===== config.mk =====
export PLATFORM = sky130hd
export DESIGN_NAME = note_fall_engine_flat
export DESIGN_NICKNAME = d
export VERILOG_FILES = /design/src/rtl/note_fall_engine_if.sv /design/src/rtl/note_fall_engine.sv /design/src/flat_wrapper.sv
export SDC_FILE = /design/constraint.sdc
export NUM_CORES = 1
export LEC_CHECK = 0
export BUFFER_PORTS_ARGS = -buffer_cell sky130_fd_sc_hd__buf_2
export CAP_MARGIN = 20
export CORE_UTILIZATION = 45
export DETAILED_ROUTE_END_ITERATION = 7
export SYNTH_ARGS = -nofsm -noshare
export SYNTH_HDL_FRONTEND = slang
export SYNTH_SLANG_ARGS = --single-unit

===== constraint.sdc =====
create_clock -name clk -period 12.3 [get_ports clk]
set_clock_uncertainty 0.1 [all_clocks]
set_input_delay 2.46 -clock clk [delete_from_list [all_inputs] [get_ports clk]]
set_output_delay 2.46 -clock clk [all_outputs]
set_load 0.03 [all_outputs]

===== src/rtl/note_fall_engine_if.sv =====
// Spawn/hit/miss/readout bundle between the note engine and its neighbours.
// Master drives requests and the readout index; slave (the engine) answers.
interface note_fall_engine_if #(
  parameter int Y_W = 9
);
  logic           spawn_valid;
  logic [1:0]     spawn_lane;
  logic           spawn_ready;
  logic           hit_req;
  logic [1:0]     hit_lane;
  logic           hit_ok;
  logic           hit_bad;
  logic           miss_pulse;
  logic [7:0]     miss_count;
  logic [3:0]     rd_slot;
  logic           rd_active;
  logic [1:0]     rd_lane;
  logic [Y_W-1:0] rd_y;

  modport master (
    output spawn_valid, spawn_lane, hit_req, hit_lane, rd_slot,
    input  spawn_ready, hit_ok, hit_bad, miss_pulse, miss_count,
           rd_active, rd_lane, rd_y
  );

  modport slave (
    input  spawn_valid, spawn_lane, hit_req, hit_lane, rd_slot,
    output spawn_ready, hit_ok, hit_bad, miss_pulse, miss_count,
           rd_active, rd_lane, rd_y
  );
endinterface


===== src/rtl/note_fall_engine.sv =====
// Falling-note slot engine: advance on frame_tick, judge hits, retire misses (NOTE_SPEED_SYNC_EN adds a speed synchronizer).
// Latency: hit_ok/hit_bad/miss_pulse one cycle after the request/tick; readout is combinational.
// Backpressure: spawn_ready drops when every slot is active; spawn_valid without it is ignored.
module note_fall_engine #(
  parameter int NUM_SLOTS = 8,
  parameter int Y_W       = 9,
  parameter int Y_MAX     = 479,
  parameter int STEP      = 2,
  parameter int HIT_LINE  = 440,
  parameter int HIT_WIN   = 16
) (
  input  logic                clk,
  input  logic                resetn,
  input  logic                frame_tick,
  input  logic [1:0]          note_speed,
  note_fall_engine_if.slave   bus
);
  localparam int CW = Y_W + 2;
  localparam int IW = (NUM_SLOTS > 1) ? $clog2(NUM_SLOTS) : 1;
  localparam logic [CW-1:0] WIN_LO = CW'((HIT_LINE > HIT_WIN) ? (HIT_LINE - HIT_WIN) : 0);
  localparam logic [CW-1:0] WIN_HI = CW'(HIT_LINE + HIT_WIN);
  localparam logic [CW-1:0] YMAX_C = CW'(Y_MAX);

  logic [NUM_SLOTS-1:0] active_q;
  logic [1:0]           lane_q [NUM_SLOTS];
  logic [Y_W-1:0]       y_q    [NUM_SLOTS];
  logic                 hit_ok_q, hit_bad_q, miss_q;
  logic [7:0]           miss_cnt_q;

  logic [1:0]           spd_raw, spd_eff;
  logic [CW-1:0]        inc;
  logic [CW-1:0]        y_nx   [NUM_SLOTS];
  logic [NUM_SLOTS-1:0] cand, hit_clr, retire;
  logic                 hit_any, spawn_acc;
  logic [IW-1:0]        hit_idx, free_idx;
  logic [4:0]           miss_n;
  logic [8:0]           miss_sum;

`ifdef NOTE_SPEED_SYNC_EN
  logic [1:0] spd_s1, spd_s2;

  always_ff @(posedge clk or negedge resetn) begin
    if (!resetn) begin
      spd_s1 <= 2'd1;
      spd_s2 <= 2'd1;
    end else begin
      spd_s1 <= note_speed;
      spd_s2 <= spd_s1;
    end
  end

  assign spd_raw = spd_s2;
`else
  assign spd_raw = note_speed;
`endif

  assign spd_eff   = (spd_raw == 2'd0) ? 2'd1 : spd_raw;
  assign inc       = CW'(spd_eff) * CW'(STEP);
  assign spawn_acc = bus.spawn_valid && bus.spawn_ready;
  assign miss_sum  = {1'b0, miss_cnt_q} + 9'(miss_n);

  always_comb begin
    hit_any  = 1'b0;
    hit_idx  = '0;
    free_idx = '0;
    miss_n   = '0;
    cand     = '0;
    hit_clr  = '0;
    retire   = '0;
    for (int i = 0; i < NUM_SLOTS; i++) begin
      y_nx[i] = {2'b00, y_q[i]} + inc;
      cand[i] = active_q[i] && (lane_q[i] == bus.hit_lane) &&
                ({2'b00, y_q[i]} >= WIN_LO) && ({2'b00, y_q[i]} <= WIN_HI);
    end
    // Descending scan so the lowest index wins both priority searches.
    for (int i = NUM_SLOTS - 1; i >= 0; i--) begin
      if (cand[i]) begin
        hit_any = 1'b1;
        hit_idx = IW'(i);
      end
      if (!active_q[i]) free_idx = IW'(i);
    end
    // A slot taken by a hit is never also counted as a miss.
    for (int i = 0; i < NUM_SLOTS; i++) begin
      hit_clr[i] = bus.hit_req && hit_any && (hit_idx == IW'(i));
      retire[i]  = frame_tick && active_q[i] && !hit_clr[i] && (y_nx[i] > YMAX_C);
      if (retire[i]) miss_n = miss_n + 5'd1;
    end
  end

  always_ff @(posedge clk or negedge resetn) begin
    if (!resetn) begin
      active_q   <= '0;
      hit_ok_q   <= 1'b0;
      hit_bad_q  <= 1'b0;
      miss_q     <= 1'b0;
      miss_cnt_q <= '0;
      for (int i = 0; i < NUM_SLOTS; i++) begin
        lane_q[i] <= '0;
        y_q[i]    <= '0;
      end
    end else begin
      hit_ok_q   <= bus.hit_req && hit_any;
      hit_bad_q  <= bus.hit_req && !hit_any;
      miss_q     <= |retire;
      miss_cnt_q <= (miss_sum > 9'd255) ? 8'hFF : miss_sum[7:0];
      for (int i = 0; i < NUM_SLOTS; i++) begin
        if (hit_clr[i] || retire[i]) begin
          active_q[i] <= 1'b0;
          lane_q[i]   <= '0;
          y_q[i]      <= '0;
        end else if (frame_tick && active_q[i]) begin
          y_q[i] <= y_nx[i][Y_W-1:0];
        end else if (spawn_acc && (free_idx == IW'(i))) begin
          active_q[i] <= 1'b1;
          lane_q[i]   <= bus.spawn_lane;
          y_q[i]      <= '0;
        end
      end
    end
  end

  assign bus.spawn_ready = |(~active_q);
  assign bus.hit_ok      = hit_ok_q;
  assign bus.hit_bad     = hit_bad_q;
  assign bus.miss_pulse  = miss_q;
  assign bus.miss_count  = miss_cnt_q;

  always_comb begin
    bus.rd_active = 1'b0;
    bus.rd_lane   = '0;
    bus.rd_y      = '0;
    for (int i = 0; i < NUM_SLOTS; i++) begin
      if (bus.rd_slot == 4'(i)) begin
        bus.rd_active = active_q[i];
        bus.rd_lane   = lane_q[i];
        bus.rd_y      = y_q[i];
      end
    end
  end
endmodule


===== src/flat_wrapper.sv =====
// flat-port wrapper written by rule: the top's interface ports become plain ports
module note_fall_engine_flat 
#(
  parameter int NUM_SLOTS = 8,
  parameter int Y_W       = 9,
  parameter int Y_MAX     = 479,
  parameter int STEP      = 2,
  parameter int HIT_LINE  = 440,
  parameter int HIT_WIN   = 16
)
  (clk, resetn, frame_tick, note_speed, bus_spawn_valid, bus_spawn_lane, bus_hit_req, bus_hit_lane, bus_rd_slot, bus_spawn_ready, bus_hit_ok, bus_hit_bad, bus_miss_pulse, bus_miss_count, bus_rd_active, bus_rd_lane, bus_rd_y);
  note_fall_engine_if #(.Y_W(Y_W)) bus_i ();
  input  logic clk;
  input  logic resetn;
  input  logic frame_tick;
  input  logic [1:0] note_speed;
  input wire logic [$bits(bus_i.spawn_valid)-1:0] bus_spawn_valid;
  input wire logic [$bits(bus_i.spawn_lane)-1:0] bus_spawn_lane;
  input wire logic [$bits(bus_i.hit_req)-1:0] bus_hit_req;
  input wire logic [$bits(bus_i.hit_lane)-1:0] bus_hit_lane;
  input wire logic [$bits(bus_i.rd_slot)-1:0] bus_rd_slot;
  output wire logic [$bits(bus_i.spawn_ready)-1:0] bus_spawn_ready;
  output wire logic [$bits(bus_i.hit_ok)-1:0] bus_hit_ok;
  output wire logic [$bits(bus_i.hit_bad)-1:0] bus_hit_bad;
  output wire logic [$bits(bus_i.miss_pulse)-1:0] bus_miss_pulse;
  output wire logic [$bits(bus_i.miss_count)-1:0] bus_miss_count;
  output wire logic [$bits(bus_i.rd_active)-1:0] bus_rd_active;
  output wire logic [$bits(bus_i.rd_lane)-1:0] bus_rd_lane;
  output wire logic [$bits(bus_i.rd_y)-1:0] bus_rd_y;
  assign bus_i.spawn_valid = bus_spawn_valid;
  assign bus_i.spawn_lane = bus_spawn_lane;
  assign bus_i.hit_req = bus_hit_req;
  assign bus_i.hit_lane = bus_hit_lane;
  assign bus_i.rd_slot = bus_rd_slot;
  assign bus_spawn_ready = bus_i.spawn_ready;
  assign bus_hit_ok = bus_i.hit_ok;
  assign bus_hit_bad = bus_i.hit_bad;
  assign bus_miss_pulse = bus_i.miss_pulse;
  assign bus_miss_count = bus_i.miss_count;
  assign bus_rd_active = bus_i.rd_active;
  assign bus_rd_lane = bus_i.rd_lane;
  assign bus_rd_y = bus_i.rd_y;
  note_fall_engine #(.NUM_SLOTS(NUM_SLOTS), .Y_W(Y_W), .Y_MAX(Y_MAX), .STEP(STEP), .HIT_LINE(HIT_LINE), .HIT_WIN(HIT_WIN)) u_core (.clk(clk), .resetn(resetn), .frame_tick(frame_tick), .note_speed(note_speed), .bus(bus_i));
endmodule

* Word level (Yosys, flattened, before mapping) *
Cells that the tools add are included.

cells by class
  $add $sub $neg = 16
  multiply operators = 0
  div/mod/pow operators = 0
  $lt $le $gt $ge = 25
  equality and inequality tests = 37
  shifts and indexed selects = 0
  multiplexer cells = 130
  bitwise operators = 1
  reductions and logical operators = 114

operators with widths
  kind                                                                              number
  9-bit 2-to-1 mux                                                                  32
  11-bit by 9-bit greater-than comparator with 1-bit output, second input constant  8
  9-bit by 3-bit adder with 10-bit output                                           8
  9-bit greater-or-equal comparator, second input constant                          8
  9-bit <= comparator, second input constant                                        8
  1-bit logical AND                                                                 67
  2-bit 2-to-1 mux                                                                  33
  3-bit 2-to-1 mux                                                                  16
  1-bit 2-to-1 mux                                                                  41
  5-bit 2-to-1 mux                                                                  7
  5-bit by 1-bit adder with 5-bit output, second input constant                     6
  3-bit == test, second input constant                                              8
  3-bit nonzero test                                                                8
  2-bit == test                                                                     8
  4-bit by 3-bit == test with 1-bit output, second input constant                   4
  2-bit AND reduction                                                               8
  2-bit nonzero test                                                                8
  8-bit OR reduction                                                                2
  2-bit inequality test, second input constant                                      7
  3-bit by 2-bit == test with 1-bit output, second input constant                   4
  8-bit by 5-bit adder with 9-bit output                                            1
  9-bit by 8-bit greater-than comparator with 1-bit output, second input constant   1
  1-bit zero test                                                                   9
  4-bit by 2-bit == test with 1-bit output, second input constant                   2
  10 further kinds                                                                  19

storage, ports and cells
  bits in registers = 107
  bits in latches = 0
  RAM bits = 0
  ROM bits = 0
  word-level logic and storage cells = 351
  memories = 0

* Depth between registers and ports, before layout *
Gate-level depths: netlist (run 1).

  depth after elaboration = 35
  mapped depth = 32
  depth with buffers taken out = 32

* Worst setup path before layout (run 1) *
OpenSTA, ideal clock, no wires.

  path type = input -> register
  start = in note_speed[1]
  end = reg u_core.miss_cnt_q[7], in the netlist u_core.bus.miss_count[7]
  arrival time = 9.011 ns
  data required time = 12.081 ns
  path slack = 3.070 ns
  stages on the path = 28
  path buffers = 1
  cells stage by stage = clkbuf_1 > ha_1 > a21oi_1 > nor2b_1 > nand2_1 > a32oi_1 > nor4_1 > inv_1 > ha_1 > xnor2_1 > ha_1 > nor3_1 > a21oi_1 > ha_1 > mux2_2 > ha_1 > mux2_2 > ha_1 > mux2_2 > ha_1 > mux2_2 > ha_1 > a21o_1 > a21o_1 > a21o_1 > a21oi_1 > nor2_1 > o21a_1

on the way
  longest elaborated chain between the ends = 23
  elaborated cells between the ends (all ways) = 44
  those cells by class = add/sub (16); order compare (9); mux (10); reduce/logical (9)

RTL lines
  what                                                       RTL line                 source
  start: declaration                                         flat_wrapper.sv:16       input logic [1:0] note_speed;
  2-bit zero test                                            note_fall_engine.sv:57   assign spd_eff = (spd_raw == 2'd0) ? 2'd1 : spd_raw;
  2-bit 2-to-1 mux *                                         note_fall_engine.sv:57
  9-bit by 3-bit adder with 10-bit output                    note_fall_engine.sv:71   y_nx[i] = {2'b00, y_q[i]} + inc;
  11-bit by 9-bit greater-than comparator with 1-bit output  note_fall_engine.sv:86   retire[i] = frame_tick && active_q[i] && !hit_clr[i] && (y_nx[i] > YMAX_C);
  1-bit logical AND                                          note_fall_engine.sv:86
  1-bit 2-to-1 mux                                           note_fall_engine.sv:87   if (retire[i]) miss_n = miss_n + 5'd1;
  1-bit by 1-bit adder with 2-bit output                     note_fall_engine.sv:87
  5-bit 2-to-1 mux                                           note_fall_engine.sv:87
  [7 not listed]                                             -
  5-bit 2-to-1 mux                                           note_fall_engine.sv:87
  5-bit by 1-bit adder with 5-bit output                     note_fall_engine.sv:87
  5-bit 2-to-1 mux                                           note_fall_engine.sv:87
  5-bit by 1-bit adder with 5-bit output                     note_fall_engine.sv:87
  5-bit 2-to-1 mux *                                         note_fall_engine.sv:87
  8-bit by 5-bit adder with 9-bit output *                   note_fall_engine.sv:60   assign miss_sum = {1'b0, miss_cnt_q} + 9'(miss_n);
  9-bit by 8-bit greater-than comparator with 1-bit output   note_fall_engine.sv:106  miss_cnt_q <= (miss_sum > 9'd255) ? 8'hFF : miss_sum[7:0];
  8-bit 2-to-1 mux *                                         note_fall_engine.sv:106
  end signal: assignment                                     note_fall_engine.sv:106
  end: declaration                                           note_fall_engine.sv:28   logic [7:0] miss_cnt_q;

Mark *: on every way between the ends. The rest lies on a longest branch, timed or not.
A chain may end at the register's enable or synchronous reset.

* Worst setup path in the final report (run 1) *
  start = in note_speed[1]
  end = reg u_core.miss_cnt_q[5], in the netlist u_core.bus.miss_count[5]

Same word-level chain as after synthesis.

==> flow_metrics.py, run 1 <==
metrics = {
    "final_layout": {
        "final_nets": 946,
        "drive_gt1_frac": 0.0894,
        "fillerInstances": 1497,
        "fin_util": 0.498,
        "area_growth_pct": 8.25,
        "antenna-diode-count": 0,
    },
    "die": {
        "ios": 39,
        "start_util": 0.460,
        "coreArea_sq_um": 15800,
        "die_area_sq_um": 16700,
        "rows": 46,
        "die_h_um": 129,
        "die_w_um": 129,
    },
    "setup_path": {
        "path_max_fanout": 17,
        "max_stage_delay_ns": 0.86,
        "startpoint_type": "primary input",
        "arrival_ns": 10.49,
        "cpMostUsedCell": "ha_1",
        "path_class": "in -> reg",
        "end_kind": "register",
        "required_ns": 12.43,
        "critPathSlowestCell": "nor4_1",
    },
    "timing": {
        "slew_headroom": 0.237,
        "final-hold-violation-count": 0,
        "period_share": 0.842,
        "fmax_mhz": 96.5,
        "tns_ns": 0,
        "tightestPinTransition_ns": 1.12,
        "rsz0062_at_grt": "no",
        "report.final.slew_viol_count": 0,
        "final.min_clock_period_ns": 10.36,
        "setup_viol_count_final": 0,
    },
    "clocking": {
        "insertion_delay_ns": 0.35,
        "cts_tree": "done",
        "cts_made_buffers": 9,
        "cts.htree.levels": 3,
        "cts-root-buf": "clkbuf_16",
        "hold_buffers": 0,
        "cts.clk_slew.worst_paths_ns": 0.06,
        "clock_path_buffers": 2,
        "cts_resized": 0,
        "cts.sinks": 99,
        "post_cts_buffers": 0,
    },
    "yosys": {
        "netlist.area_leader.share": 0.340,
        "synth-simple-area-share": 0.248,
        "synth_top_area_cell": "dfrtp_1",
        "synth_compound_area_frac": 0.218,
        "synthMuxAreaShare": 0.0117,
        "syn_avg_cell_area_sq_um": 8.24,
        "synthTopCellsByCount": "100 x nand2_1, 99 x dfrtp_1, 93 x o21ai_0, 77 x nor2_1, 41 x nand3_1",
        "synth-seq-cells": 99,
        "ys.warnings.count": 0,
        "synth_fp_nets": 937,
        "synth-xor-area-share": 0.0602,
        "synth-edff-count": 0,
        "ys.flop_type": "dfrtp_1",
        "ys_seq_area_frac": 0.340,
        "synth.area.top_cells": "dfrtp_1 34%, o21ai_0 6.4%, ha_1 5.2%",
        "syn_inst": 883,
        "synth_fa_ha_area_frac": 0.0763,
        "async_reset_ff_frac": 1.00,
        "synth.most_common_cell": "nand2_1",
        "synth_top_family_by_area": "simple AND/OR/NAND/NOR gates",
        "synth_cell_types": 73,
        "synth_area_sq_um": 7280,
    },
    "pwr": {
        "vdd_drop_max_v": 0.000101,
        "powerDensity_nw_per_um2": 155,
        "leakagePower_nw": 3.49,
    },
    "route": {
        "drtIter0Drc": 613,
        "drtPass1Iterations": 8,
        "via_count": 6835,
        "routed_wl_mm": 21.1,
        "detail-route-antenna-nets": 0,
        "routed_via_density": 6.15,
        "route.detailed.drc": 1,
        "wl_per_cell_um": 19.0,
    },
    "global_route": {
        "track_usage": 0.263,
        "grt_first_pass_wirelength_mm": 33.7,
        "grt_pass1_vias": 6326,
        "antenna_found_initial": 0,
        "grt_start_max_net_pins": 69,
        "grt_overflow_total": 0,
    },
    "job": {
        "cap_violations": 0,
    },
    "placed_design": {
        "port_buffers": 37,
        "place.gp.congestion": 0.898,
        "dp_hpwl_mm": 16.0,
    },
    "status": {
        "status": "complete, but fails checks",
        "violations": "DRC",
    },
    "worst_hold_path": {
        "min_path_type": "reg -> reg",
    },
}
routing by layer:
layer / up-vias / global-route usage / share of wire
li1: 3207 / - / -
met1: 3322 / 0.365 / 0.46
met2: 267 / 0.401 / 0.44
met3: 39 / 0.0570 / 0.068
met4: 0 / 0.100 / 0.028
met5: - / 0 / 0
power by group:
group          total, mW  internal [mW]  switching, mW
Combinational      0.390          0.161          0.229
Sequential         0.548          0.403          0.145
Clock              0.284          0.161          0.123
worst max-delay path: cells and delay by family:
kind            cells  cell delay [ns]
fa+ha+maj           9             3.02
simple gates        4             1.56
compound gates      8             1.20
mux                 4             1.16
buf+inv             2             0.60
xor+xnor            2             0.45
registers in the layout (all words and copies together), names as in the netlist:
| signal | count |
|---|---|
| u_core.y_q | 64 |
| u_core.bus.hit_bad | 1 |
| u_core.bus.miss_pulse | 1 |
| u_core.bus.miss_count | 8 |
| u_core.bus.hit_ok | 1 |
| u_core.active_q | 8 |
| u_core.lane_q | 16 |
final timing paths:
| path | start | to | slack [ns] | depth (start not counted) |
|---|---|---|---|---|
| max in group asynchronous | resetn | u_core.bus.miss_count[2]$_DFF_PN0_ | 8.89 | 2 |
| min in group asynchronous | resetn | u_core.y_q[56]$_DFFE_PN0P_ | 1.94 | 1 |
| min reg2reg | u_core.bus.miss_count[6]$_DFF_PN0_ | u_core.bus.miss_count[6]$_DFF_PN0_ | 0.42 | 1 |
| max | note_speed[1] | u_core.bus.miss_count[5]$_DFF_PN0_ | 1.94 | 29 |
| min | u_core.bus.miss_count[6]$_DFF_PN0_ | u_core.bus.miss_count[6]$_DFF_PN0_ | 0.42 | 1 |
| max reg2reg | u_core.y_q[55]$_DFFE_PN0P_ | u_core.bus.miss_count[5]$_DFF_PN0_ | 4.68 | 27 |
cell type report:
type | count | area, sq um | share of cell area
Clock buffer | 11 | 243 | 0.0308
Multi-Input combinational cell | 702 | 4480 | 0.569
Tap cell | 216 | 270 | 0.0343
Sequential cell | 99 | 2480 | 0.314
Clock inverter | 3 | 40.0 | 0.00508
Timing Repair Buffer | 43 | 230 | 0.0292
Inverter | 37 | 139 | 0.0176
placed cells by master, fill, tap and decap left out, types with 5 or more instances in the layout:
master,count
clkbuf_16,9
or2_2,6
a22o_1,15
a32o_1,5
o21ai_0,93
nand4_1,22
nand2b_1,21
buf_2,37
o22ai_1,6
a21oi_1,29
and3_1,15
xnor2_1,25
nand3_1,41
nor2b_1,14
fa_1,9
nor4_1,5
a31oi_1,8
dfrtp_1,99
ha_1,30
or3_1,10
a22oi_1,27
o211ai_1,7
buf_4,5
nor3b_1,8
nor3_1,20
nand2_1,100
a21o_1,9
xor2_1,25
and2_1,5
nor2_1,77
inv_1,36
o31ai_1,8
logic make-up after synthesis:
| family | Yosys count |
|---|---|
| adder cells (fa/ha/maj) | 39 |
| buffers and inverters | 82 |
| multiplexers | 8 |
| AO/OA/AOI/OAI | 242 |
| AND/OR/NAND/NOR | 362 |
| other | 1 |
| flip-flops | 99 |
| XOR/XNOR | 50 |
through the flow:
| stage | area, sq um | power, mW | hold slack [ns] | cells | worst slack [ns] |
|---|---|---|---|---|---|
| after floorplan | 7280 | 0.809 | 0.371 | 883 | 3.07 |
| after global placement | 7580 | 0.915 | 0.413 | 1095 | 1.97 |
| after detailed placement | 7580 | 0.934 | 0.413 | 1095 | 1.65 |
| after CTS | 7870 | 1.22 | 0.422 | 1109 | 2.01 |
| after global routing | 7880 | 1.31 | 0.444 | 1111 | 1.44 |
| final | 7880 | 1.22 | 0.416 | 1111 | 1.94 |
No activity file was read; power rests on OpenSTA's default activity.
==> inputs of run 2 (changes only) <==
--- a/config.mk
+++ b/config.mk
@@ -5,6 +5,7 @@
 export SDC_FILE = /design/constraint.sdc
 export NUM_CORES = 1
 export LEC_CHECK = 0
+export ABC_AREA = 1
 export BUFFER_PORTS_ARGS = -buffer_cell sky130_fd_sc_hd__buf_2
 export CAP_MARGIN = 20
 export CORE_UTILIZATION = 45
==> constraint.sdc (replaced) <==
create_clock -name clk -period 10.8 [get_ports clk]
set_clock_uncertainty 0.1 [all_clocks]
set_input_delay 2.16 -clock clk [delete_from_list [all_inputs] [get_ports clk]]
set_output_delay 2.16 -clock clk [all_outputs]
set_load 0.03 [all_outputs]
==> flow_metrics.py, run 2 <==
metrics = {
    "yosys": {
        "synth-edff-count": 0,
        "synth_area_sq_um": 7360,
        "synth.most_common_cell": "nand2_1",
        "synth_top_area_cell": "dfrtp_1",
        "async_reset_ff_frac": 1.00,
        "synth_fp_nets": 1092,
        "ys.warnings.count": 0,
        "netlist.area_leader.share": 0.336,
        "ys.flop_type": "dfrtp_1",
        "syn_avg_cell_area_sq_um": 7.09,
        "synth.area.top_cells": "dfrtp_1 34%, nand2_1 12%, inv_1 9.2%",
        "synthTopCellsByCount": "235 x nand2_1, 180 x inv_1, 99 x dfrtp_1, 80 x nor2_1, 64 x o22ai_1",
        "synth_cell_types": 44,
        "ys_seq_area_frac": 0.336,
        "synth-seq-cells": 99,
        "syn_inst": 1038,
    },
    "clocking": {
        "cts_resized": 0,
        "post_cts_buffers": 0,
        "cts.htree.levels": 3,
        "cts.clk_slew.worst_paths_ns": 0.07,
        "hold_buffers": 0,
        "clock_path_buffers": 2,
        "cts_made_buffers": 9,
        "cts.sinks": 99,
        "cts-root-buf": "clkbuf_16",
        "insertion_delay_ns": 0.36,
        "cts_tree": "done",
    },
    "timing": {
        "tightestPinTransition_ns": 0.780,
        "final.min_clock_period_ns": 9.23,
        "rsz0062_at_grt": "no",
        "report.final.slew_viol_count": 0,
        "tns_ns": 0,
        "final-hold-violation-count": 0,
        "setup_viol_count_final": 0,
        "fmax_mhz": 108,
        "slew_headroom": 0.475,
        "period_share": 0.855,
    },
    "die": {
        "ios": 39,
        "coreArea_sq_um": 15900,
        "die_area_sq_um": 16900,
        "die_h_um": 130,
        "rows": 46,
        "die_w_um": 130,
        "start_util": 0.462,
    },
    "setup_path": {
        "r2r_setup_slack_ns": 3.99,
        "startpoint": "note_speed[1]",
        "critPathSlowestCell": "nand2_1",
        "max_stage_delay_ns": 0.52,
        "cp-endpoint": "u_core.bus.miss_count[2]$_DFF_PN0_",
        "required_ns": 10.98,
        "path_max_fanout": 17,
        "path_class": "in -> reg",
        "cpMostUsedCell": "nand2_1",
        "r2r-end": "u_core.bus.miss_count[2]$_DFF_PN0_",
        "startpoint_type": "primary input",
        "reg2reg_depth": 43,
        "crit-reg2reg-launch": "u_core.y_q[4]$_DFFE_PN0P_",
        "end_kind": "register",
        "arrival_ns": 9.42,
    },
    "final_layout": {
        "fillerInstances": 1610,
        "antenna-diode-count": 0,
        "drive_gt1_frac": 0.0950,
        "final_nets": 1133,
        "layout.cells.non_filler": 1300,
        "reg.largest.list": "u_core.y_q x64, u_core.lane_q x16",
        "area_growth_pct": 10.1,
        "layout_commonest_cell": "nand2_1",
        "most-common-layout-cells": "235 x nand2_1, 180 x inv_1, 99 x dfrtp_1",
        "regMostFlops": "u_core.y_q",
        "largest_register_ffs": 64,
    },
    "route": {
        "drtPass1Iterations": 5,
        "wl_per_cell_um": 16.2,
        "routed_wl_mm": 21.1,
        "detail-route-antenna-nets": 0,
        "route.detailed.drc": 0,
        "via_count": 6934,
        "routed_via_density": 5.33,
        "drtIter0Drc": 614,
    },
    "placed_design": {
        "port_buffers": 37,
        "dp_hpwl_mm": 16.4,
        "place.gp.congestion": 0.894,
        "dp.cells": 1284,
    },
    "status": {
        "status": "completed",
    },
    "global_route": {
        "grt_pass1_vias": 6605,
        "grt_first_pass_wirelength_mm": 34.2,
        "track_usage": 0.267,
        "grt_start_max_net_pins": 60,
        "grt_overflow_total": 0,
        "antenna_found_initial": 0,
    },
    "job": {
        "cap_violations": 0,
    },
    "pwr": {
        "vdd_drop_max_v": 0.000126,
        "powerDensity_nw_per_um2": 234,
        "leakagePower_nw": 4.09,
        "finalPower_mw": 1.90,
    },
    "worst_hold_path": {
        "min_path_type": "reg -> reg",
    },
}
-- run 2: through the flow --
step	utilization	worst slack [ns]	cell area, sq um	hold WS (ns)
after floorplan	-	2.53	7360	0.391
after global placement	0.489	1.42	7790	0.413
after detailed placement	0.489	1.19	7790	0.413
after CTS	0.509	1.54	8110	0.431
after global routing	0.509	0.857	8110	0.468
final	0.509	1.57	8110	0.437
-- run 2: worst max-delay path: cells and delay by family --
kind,cells,cell delay (ns)
fa+ha+maj,9,3.05
simple gates,20,2.41
buf+inv,6,0.82
compound gates,4,0.80
xor+xnor,1,0.16
-- run 2: worst min-delay path by stage --
stage,start,end,cells after the start
global placement,u_core.lane_q[11]$_DFFE_PN0P_,u_core.lane_q[11]$_DFFE_PN0P_,2
CTS,u_core.lane_q[11]$_DFFE_PN0P_,u_core.lane_q[11]$_DFFE_PN0P_,2
finish,u_core.lane_q[2]$_DFFE_PN0P_,u_core.lane_q[2]$_DFFE_PN0P_,2
global route,u_core.lane_q[11]$_DFFE_PN0P_,u_core.lane_q[11]$_DFFE_PN0P_,2
detailed placement,u_core.lane_q[11]$_DFFE_PN0P_,u_core.lane_q[11]$_DFFE_PN0P_,2
floorplan,u_core.lane_q[3]$_DFFE_PN0P_,u_core.lane_q[3]$_DFFE_PN0P_,2
-- run 2: area by class of cell --
cell class              instances  area [sq um]  share of cell area
multi-input cells             740          4130               0.509
flip-flops and latches         99          2480               0.306
inverters                     191           717              0.0884
well taps                     216           270              0.0333
clock buffers                  10           229              0.0282
repair buffers                 38           195              0.0241
clock inverters                 6          90.1              0.0111
-- run 2: power by group --
group          total [mW]  leakage (nW)  switching, mW  internal [mW]
Sequential          0.697          1.24          0.174          0.522
Clock               0.357         0.141          0.154          0.203
Combinational       0.842          2.71          0.554          0.287
-- run 2: logic make-up after synthesis --
group / Yosys count / share of synthesized area
AND/OR/NAND/NOR: 457 / 0.277
other: 1 / 0.000509
flip-flops: 99 / 0.336
AO/OA/AOI/OAI: 208 / 0.167
buffers and inverters: 199 / 0.103
adder cells (fa/ha/maj): 39 / 0.0754
XOR/XNOR: 35 / 0.0416
-- run 2: metal layers --
| layer | global-route usage | up-vias | wire length, um |
|---|---|---|---|
| met5 | 0 | - | 0 |
| met4 | 0.0834 | 0 | 446 |
| met3 | 0.0377 | 26 | 930 |
| met2 | 0.443 | 153 | 9800 |
| met1 | 0.360 | 3258 | 9890 |
| li1 | - | 3497 | - |
